[config.mk]
export PLATFORM = sky130hd
export DESIGN_NAME = imem_fetch_ctrl
export DESIGN_NICKNAME = d
export VERILOG_FILES = /design/src/rtl/imem_fetch_ctrl.sv
export SDC_FILE = /design/constraint.sdc
export NUM_CORES = 1
export LEC_CHECK = 0
export ABC_AREA = 0
export BUFFER_PORTS_ARGS = -buffer_cell sky130_fd_sc_hd__buf_4
export CAP_MARGIN = 20
export CORE_ASPECT_RATIO = 0.7
export CORE_MARGIN = 2
export CORE_UTILIZATION = 25
export CTS_BUF_LIST = sky130_fd_sc_hd__clkbuf_4
export DETAILED_ROUTE_END_ITERATION = 12
export PLACE_DENSITY_LB_ADDON = 0.1
export SLEW_MARGIN = 20
export SYNTH_ARGS = -nofsm -noshare
export SYNTH_HDL_FRONTEND = slang
export SYNTH_SLANG_ARGS = --single-unit
[constraint.sdc]
create_clock -name clk -period 4.15 [get_ports clk]
set_input_delay 0.6225 -clock clk [delete_from_list [all_inputs] [get_ports clk]]
set_output_delay 0.6225 -clock clk [all_outputs]
set_load 0.01 [all_outputs]
[src/rtl/imem_fetch_ctrl.sv]
// imem_fetch_ctrl: sequences CPU fetches and debug reads onto a 1-cycle-latency
// instruction memory. Define IMEM_FETCH_DBG_PORT_EN to enable the debug read path.
module imem_fetch_ctrl #(
  parameter int                ADDR_W    = 24,
  parameter int                DATA_W    = 24,
  parameter int                MEM_BYTES = 1024,
  parameter logic [ADDR_W-1:0] RESET_PC  = '0
) (
  input  logic              clk,
  input  logic              reset,
  input  logic              fetch_req,
  input  logic              pc_load,
  input  logic [ADDR_W-1:0] pc_load_value,
  input  logic              dbg_req,
  input  logic [ADDR_W-1:0] dbg_addr,
  input  logic [DATA_W-1:0] mem_rd_data,
  output logic [ADDR_W-1:0] mem_addr,
  output logic [DATA_W-1:0] instr,
  output logic [ADDR_W-1:0] instr_pc,
  output logic [ADDR_W-1:0] pc,
  output logic              fetch_valid,
  output logic              fetch_fault,
  output logic [DATA_W-1:0] dbg_data,
  output logic              dbg_valid,
  output logic              busy
);

  typedef enum logic [2:0] {
    IDLE    = 3'd0,
    F_ISSUE = 3'd1,
    F_CAPT  = 3'd2,
    D_ISSUE = 3'd3,
    D_CAPT  = 3'd4
  } state_t;

  // Last start address that still leaves room for a whole 3-byte word.
  localparam logic [ADDR_W-1:0] MAX_PC      = ADDR_W'(MEM_BYTES) - ADDR_W'(2'd3);
  localparam logic [ADDR_W-1:0] INSTR_BYTES = ADDR_W'(2'd3);

  state_t              state_r;
  state_t              state_s;
  logic                grant_f_s;
  logic                grant_d_s;
  logic                dbg_req_s;
  logic [ADDR_W-1:0]   pc_eff_s;
  logic                fault_s;
  logic                dbg_oor_s;
  logic                capt_s;

  logic [ADDR_W-1:0]   pc_r;
  logic [ADDR_W-1:0]   mem_addr_r;
  logic [DATA_W-1:0]   instr_r;
  logic [ADDR_W-1:0]   instr_pc_r;
  logic                fetch_valid_r;
  logic                fetch_fault_r;
  logic                busy_r;
  logic                pend_r;
  logic [ADDR_W-1:0]   pend_val_r;
  logic                last_grant_r;   // 1 = debug was granted last
  logic                oor_r;

  // A load in IDLE takes effect at once, so a simultaneous fetch uses the new target.
  assign pc_eff_s  = pc_load ? pc_load_value : pc_r;
  assign fault_s   = (pc_eff_s > MAX_PC);
  assign dbg_oor_s = (dbg_addr > MAX_PC);
  assign capt_s    = (state_r == F_CAPT) || (state_r == D_CAPT);

  // Next-state and grant decode.
  always_comb begin
    state_s   = state_r;
    grant_f_s = 1'b0;
    grant_d_s = 1'b0;
    case (state_r)
      IDLE: begin
        if (fetch_req && (!dbg_req_s || last_grant_r)) begin
          grant_f_s = 1'b1;
          state_s   = fault_s ? F_CAPT : F_ISSUE;
        end else if (dbg_req_s) begin
          grant_d_s = 1'b1;
          state_s   = dbg_oor_s ? D_CAPT : D_ISSUE;
        end else begin
          state_s   = IDLE;
        end
      end
      F_ISSUE: state_s = F_CAPT;
      F_CAPT:  state_s = IDLE;
      D_ISSUE: state_s = D_CAPT;
      D_CAPT:  state_s = IDLE;
      default: state_s = IDLE;
    endcase
  end

  // State, PC, pending load, memory address and fetch result registers.
  always_ff @(posedge clk) begin
    if (reset) begin
      state_r       <= IDLE;
      pc_r          <= RESET_PC;
      mem_addr_r    <= '0;
      instr_r       <= '0;
      instr_pc_r    <= '0;
      fetch_valid_r <= 1'b0;
      fetch_fault_r <= 1'b0;
      busy_r        <= 1'b0;
      pend_r        <= 1'b0;
      pend_val_r    <= '0;
      last_grant_r  <= 1'b1;
      oor_r         <= 1'b0;
    end else begin
      state_r       <= state_s;
      busy_r        <= (state_s != IDLE);
      fetch_valid_r <= (state_r == F_CAPT);
      fetch_fault_r <= (state_r == F_CAPT) && oor_r;

      // Out-of-range grants skip the issue cycle and leave mem_addr untouched.
      if (grant_f_s) begin
        last_grant_r <= 1'b0;
        oor_r        <= fault_s;
        if (!fault_s) begin
          mem_addr_r <= pc_eff_s;
        end
      end else if (grant_d_s) begin
        last_grant_r <= 1'b1;
        oor_r        <= dbg_oor_s;
        if (!dbg_oor_s) begin
          mem_addr_r <= dbg_addr;
        end
      end

      if (state_r == F_CAPT) begin
        instr_r    <= oor_r ? '0 : mem_rd_data;
        instr_pc_r <= pc_r;
      end

      if (state_r == IDLE) begin
        if (pc_load) begin
          pc_r <= pc_load_value;
        end
      end else if (capt_s) begin
        // A load seen in the capture cycle itself is the newest and wins.
        if (pc_load) begin
          pc_r <= pc_load_value;
        end else if (pend_r) begin
          pc_r <= pend_val_r;
        end else if ((state_r == F_CAPT) && !oor_r) begin
          pc_r <= pc_r + INSTR_BYTES;
        end
        pend_r <= 1'b0;
      end else if (pc_load) begin
        pend_r     <= 1'b1;
        pend_val_r <= pc_load_value;
      end
    end
  end

`ifdef IMEM_FETCH_DBG_PORT_EN
  logic [DATA_W-1:0] dbg_data_r;
  logic              dbg_valid_r;

  assign dbg_req_s = dbg_req;

  // Debug read result and pulse.
  always_ff @(posedge clk) begin
    if (reset) begin
      dbg_data_r  <= '0;
      dbg_valid_r <= 1'b0;
    end else begin
      dbg_valid_r <= (state_r == D_CAPT);
      if (state_r == D_CAPT) begin
        dbg_data_r <= oor_r ? '0 : mem_rd_data;
      end
    end
  end

  assign dbg_data  = dbg_data_r;
  assign dbg_valid = dbg_valid_r;
`else
  logic unused_dbg_s;

  assign dbg_req_s    = 1'b0;
  assign unused_dbg_s = dbg_req;
  assign dbg_data     = '0;
  assign dbg_valid    = 1'b0;
`endif

  assign mem_addr    = mem_addr_r;
  assign instr       = instr_r;
  assign instr_pc    = instr_pc_r;
  assign pc          = pc_r;
  assign fetch_valid = fetch_valid_r;
  assign fetch_fault = fetch_fault_r;
  assign busy        = busy_r;

endmodule

==> impl_metrics.tcl <==
set metrics [dict create \
    grt_overflow 0 \
    fmax_mhz 417 \
    maxCapViolCount 0 \
    num_rows 48 \
    final_nets 976 \
    clock_sinks 128 \
    synth-edff-count 0 \
    syn_area_per_cell_um2 8.02 \
    ios 201 \
    die_x_um 193 \
    cts_resized 0 \
    leakagePower_nw 3.16 \
    synthesis.area_um2 6250 \
    pwr_density_cell_nw_per_um2 354 \
    fin_crit_ns 2.40 \
    ys_seq_area_share_pct 41.0 \
    gp_congestion 0.810 \
    rsz0062_at_grt "false" \
    first_global_vias 5403 \
    io_buffers 150 \
    area_growth_pct 25.2 \
    yosysTopAreaCellShare_pct 41.0 \
    p_int_mw 1.92 \
    hpwl_um 15800 \
    synth_most_common_cell "nand2_1" \
    dp.cells 1204 \
    ys_seq_elements 128 \
    skew_ns 0.0157 \
    cts_tree "yes" \
    worst_pin_slew_ns 1.01 \
    insertion_delay_ns 0.58 \
    async_flop_share_pct 0 \
    comb_power_share_pct 15.0 \
    drt_wl_total_um 23000 \
    start_util_pct 25.4 \
    path_clk_slew_ns 0.13 \
    finalMaxSlewViolations 0 \
    wire_per_inst_um 18.6 \
    die_area_um2 26300 \
    postCtsSetupRepairBufs 0 \
    antenna_found_initial 1 \
    worstPathMaxFanout 7 \
    cp.arrival_ns 2.87 \
    h-tree-depth 4 \
    final_cells 1238 \
    finalInstanceArea_um2 7820 \
    die_h_um 136 \
    grt_pass1_wl_um 34100 \
    num_vias 5817 \
    synth_area_leaders "dfxtp_1 (41%), nand2_1 (10%), a21oi_1 (7.9%), buf_4 (3.6%), nand3b_1 (3.1%)" \
    reg2reg_setup_slack_ns 1.75 \
    cts_buffers 17 \
    worstSetupPathType "flop to flop" \
    root_buffer "clkbuf_4" \
    finalSetupViolCount 0 \
    ir_worst_vdd_mv 0.149 \
    p_clk_share_pct 36.2 \
    crit_path_end_kind "flop" \
    critical_path_required_ns 4.63 \
    placed_area_um2 7500 \
    clock_path_buffers 2 \
    hold_violations 0 \
    yosys_warnings 0 \
    synth.top_cells.by_count "nand2_1 (172), dfxtp_1 (128), a21oi_1 (99)" \
    fillers 2633 \
    hold_buffers 0 \
    vias_per_cell 4.70 \
    drive_gt1_share_pct 25.1 \
    ys_types 71 \
    power.switching_mw 0.847 \
    outcome "finished clean" \
    max_slew_margin_pct 32.6 \
    tns_ns 0 \
    drcViolationCount 0 \
    hold_class "input pin to flop" \
    grt_max_degree 62 \
    startpoint_type "flop" \
    drt_iter0_markers 433 \
    timing.final.crit_share_pct 57.7 \
    drtAntennaViolNets 0 \
    synth_top_flop_cell "dfxtp_1" \
    synth_top_area_cell "dfxtp_1" \
    track_usage_pct 17.6 \
    core-area_um2 24600 \
    switching_share_pct 30.6 \
    power_frac_seq_pct 48.8 \
    first_pass_iters 5 \
    netlist_instances 779 \
]
power groups by stage:
stage | combinational (mW) | sequential, mW | clock, mW
floorplan | 0.255 | 1.35 | 0
global placement | 0.416 | 1.38 | 0
detailed placement | 0.414 | 1.38 | 0
CTS | 0.416 | 1.35 | 1.05
global route | 0.454 | 1.36 | 1.10
finish | 0.414 | 1.35 | 1.00
layout make-up:
type / count / area (um2) / share of cell area (%)
multi-input cells: 573 / 3230 / 41.3
flip-flops and latches: 128 / 2560 / 32.8
repair buffers: 168 / 1260 / 16.1
well taps: 325 / 407 / 5.20
clock inverters: 15 / 193 / 2.46
clock buffers: 17 / 128 / 1.63
inverters: 10 / 37.5 / 0.480
diodes: 2 / 5.00 / 0.0640
final timing paths:
kind                    start             to  depth (start not counted)
min          pc_load_value[5]  pend_val_r[5]                          3
max                     pc[1]         pc[16]                          6
min reg2reg          instr[3]       instr[3]                          2
max reg2reg             pc[1]         pc[16]                          6
critical path: stages, from the launching register on:
cell	delay [ns]
dfxtp_1	0.57
inv_1	0.14
ha_1	0.27
and4b_1	0.43
and4_1	0.38
o21ai_0	0.15
a2111oi_2	0.36
cells by family (layout without fill, tap and decap cells):
group,Yosys count,count (layout),synth area share [%]
adder cells (fa/ha/maj),1,1,0.200
buffers and inverters,102,210,8.87
other,1,27,0.0600
multiplexers,18,18,3.04
XOR/XNOR,13,13,1.94
flip-flops,128,128,41.0
AND/OR/NAND/NOR,321,321,25.0
AO/OA/AOI/OAI,195,195,19.9
through the flow:
step | total power, mW | hold WS (ns) | worst slack (ns) | utilization (%)
after floorplan | 1.60 | 0.431 | 2.18 | -
after global placement | 1.79 | 0.442 | 1.43 | 30.4
after detailed placement | 1.79 | 0.445 | 1.42 | 30.4
after CTS | 2.81 | 0.252 | 1.75 | 31.7
after global routing | 2.91 | 0.254 | 1.60 | 31.8
final | 2.77 | 0.304 | 1.75 | 31.8
cells in the final DEF (no fill, tap or decap), types with 7 or more instances in the layout:
cell type  instances
a21oi_1           99
buf_4            168
xor2_1             7
dfxtp_1          128
nand3_1           12
nor2_1            31
nand3b_1          26
mux2_2             8
clkbuf_4          17
nor3_1            13
nand4_1            9
nand2_1          172
and3_1            22
a31oi_1            8
o21ai_0           27
inv_1              8
conb_1            25
mux2i_1           10
registers in the layout, indices dropped and copies added, names as in the netlist:
register     cells
fetch_fault      1
state_r          3
busy             1
pend_val_r      24
mem_addr        24
instr           24
pc              24
fetch_valid      1
oor_r            1
instr_pc        24
pend_r           1
layer usage:
layer / vias up / track usage (%) / wire length (um)
met5: - / 0 / 0
met4: 0 / 3.91 / 194
met3: 14 / 3.98 / 1380
met2: 181 / 23.1 / 8870
met1: 2710 / 28.1 / 12600
li1: 2912 / - / -
No activity file was read; power rests on OpenSTA's default activity.
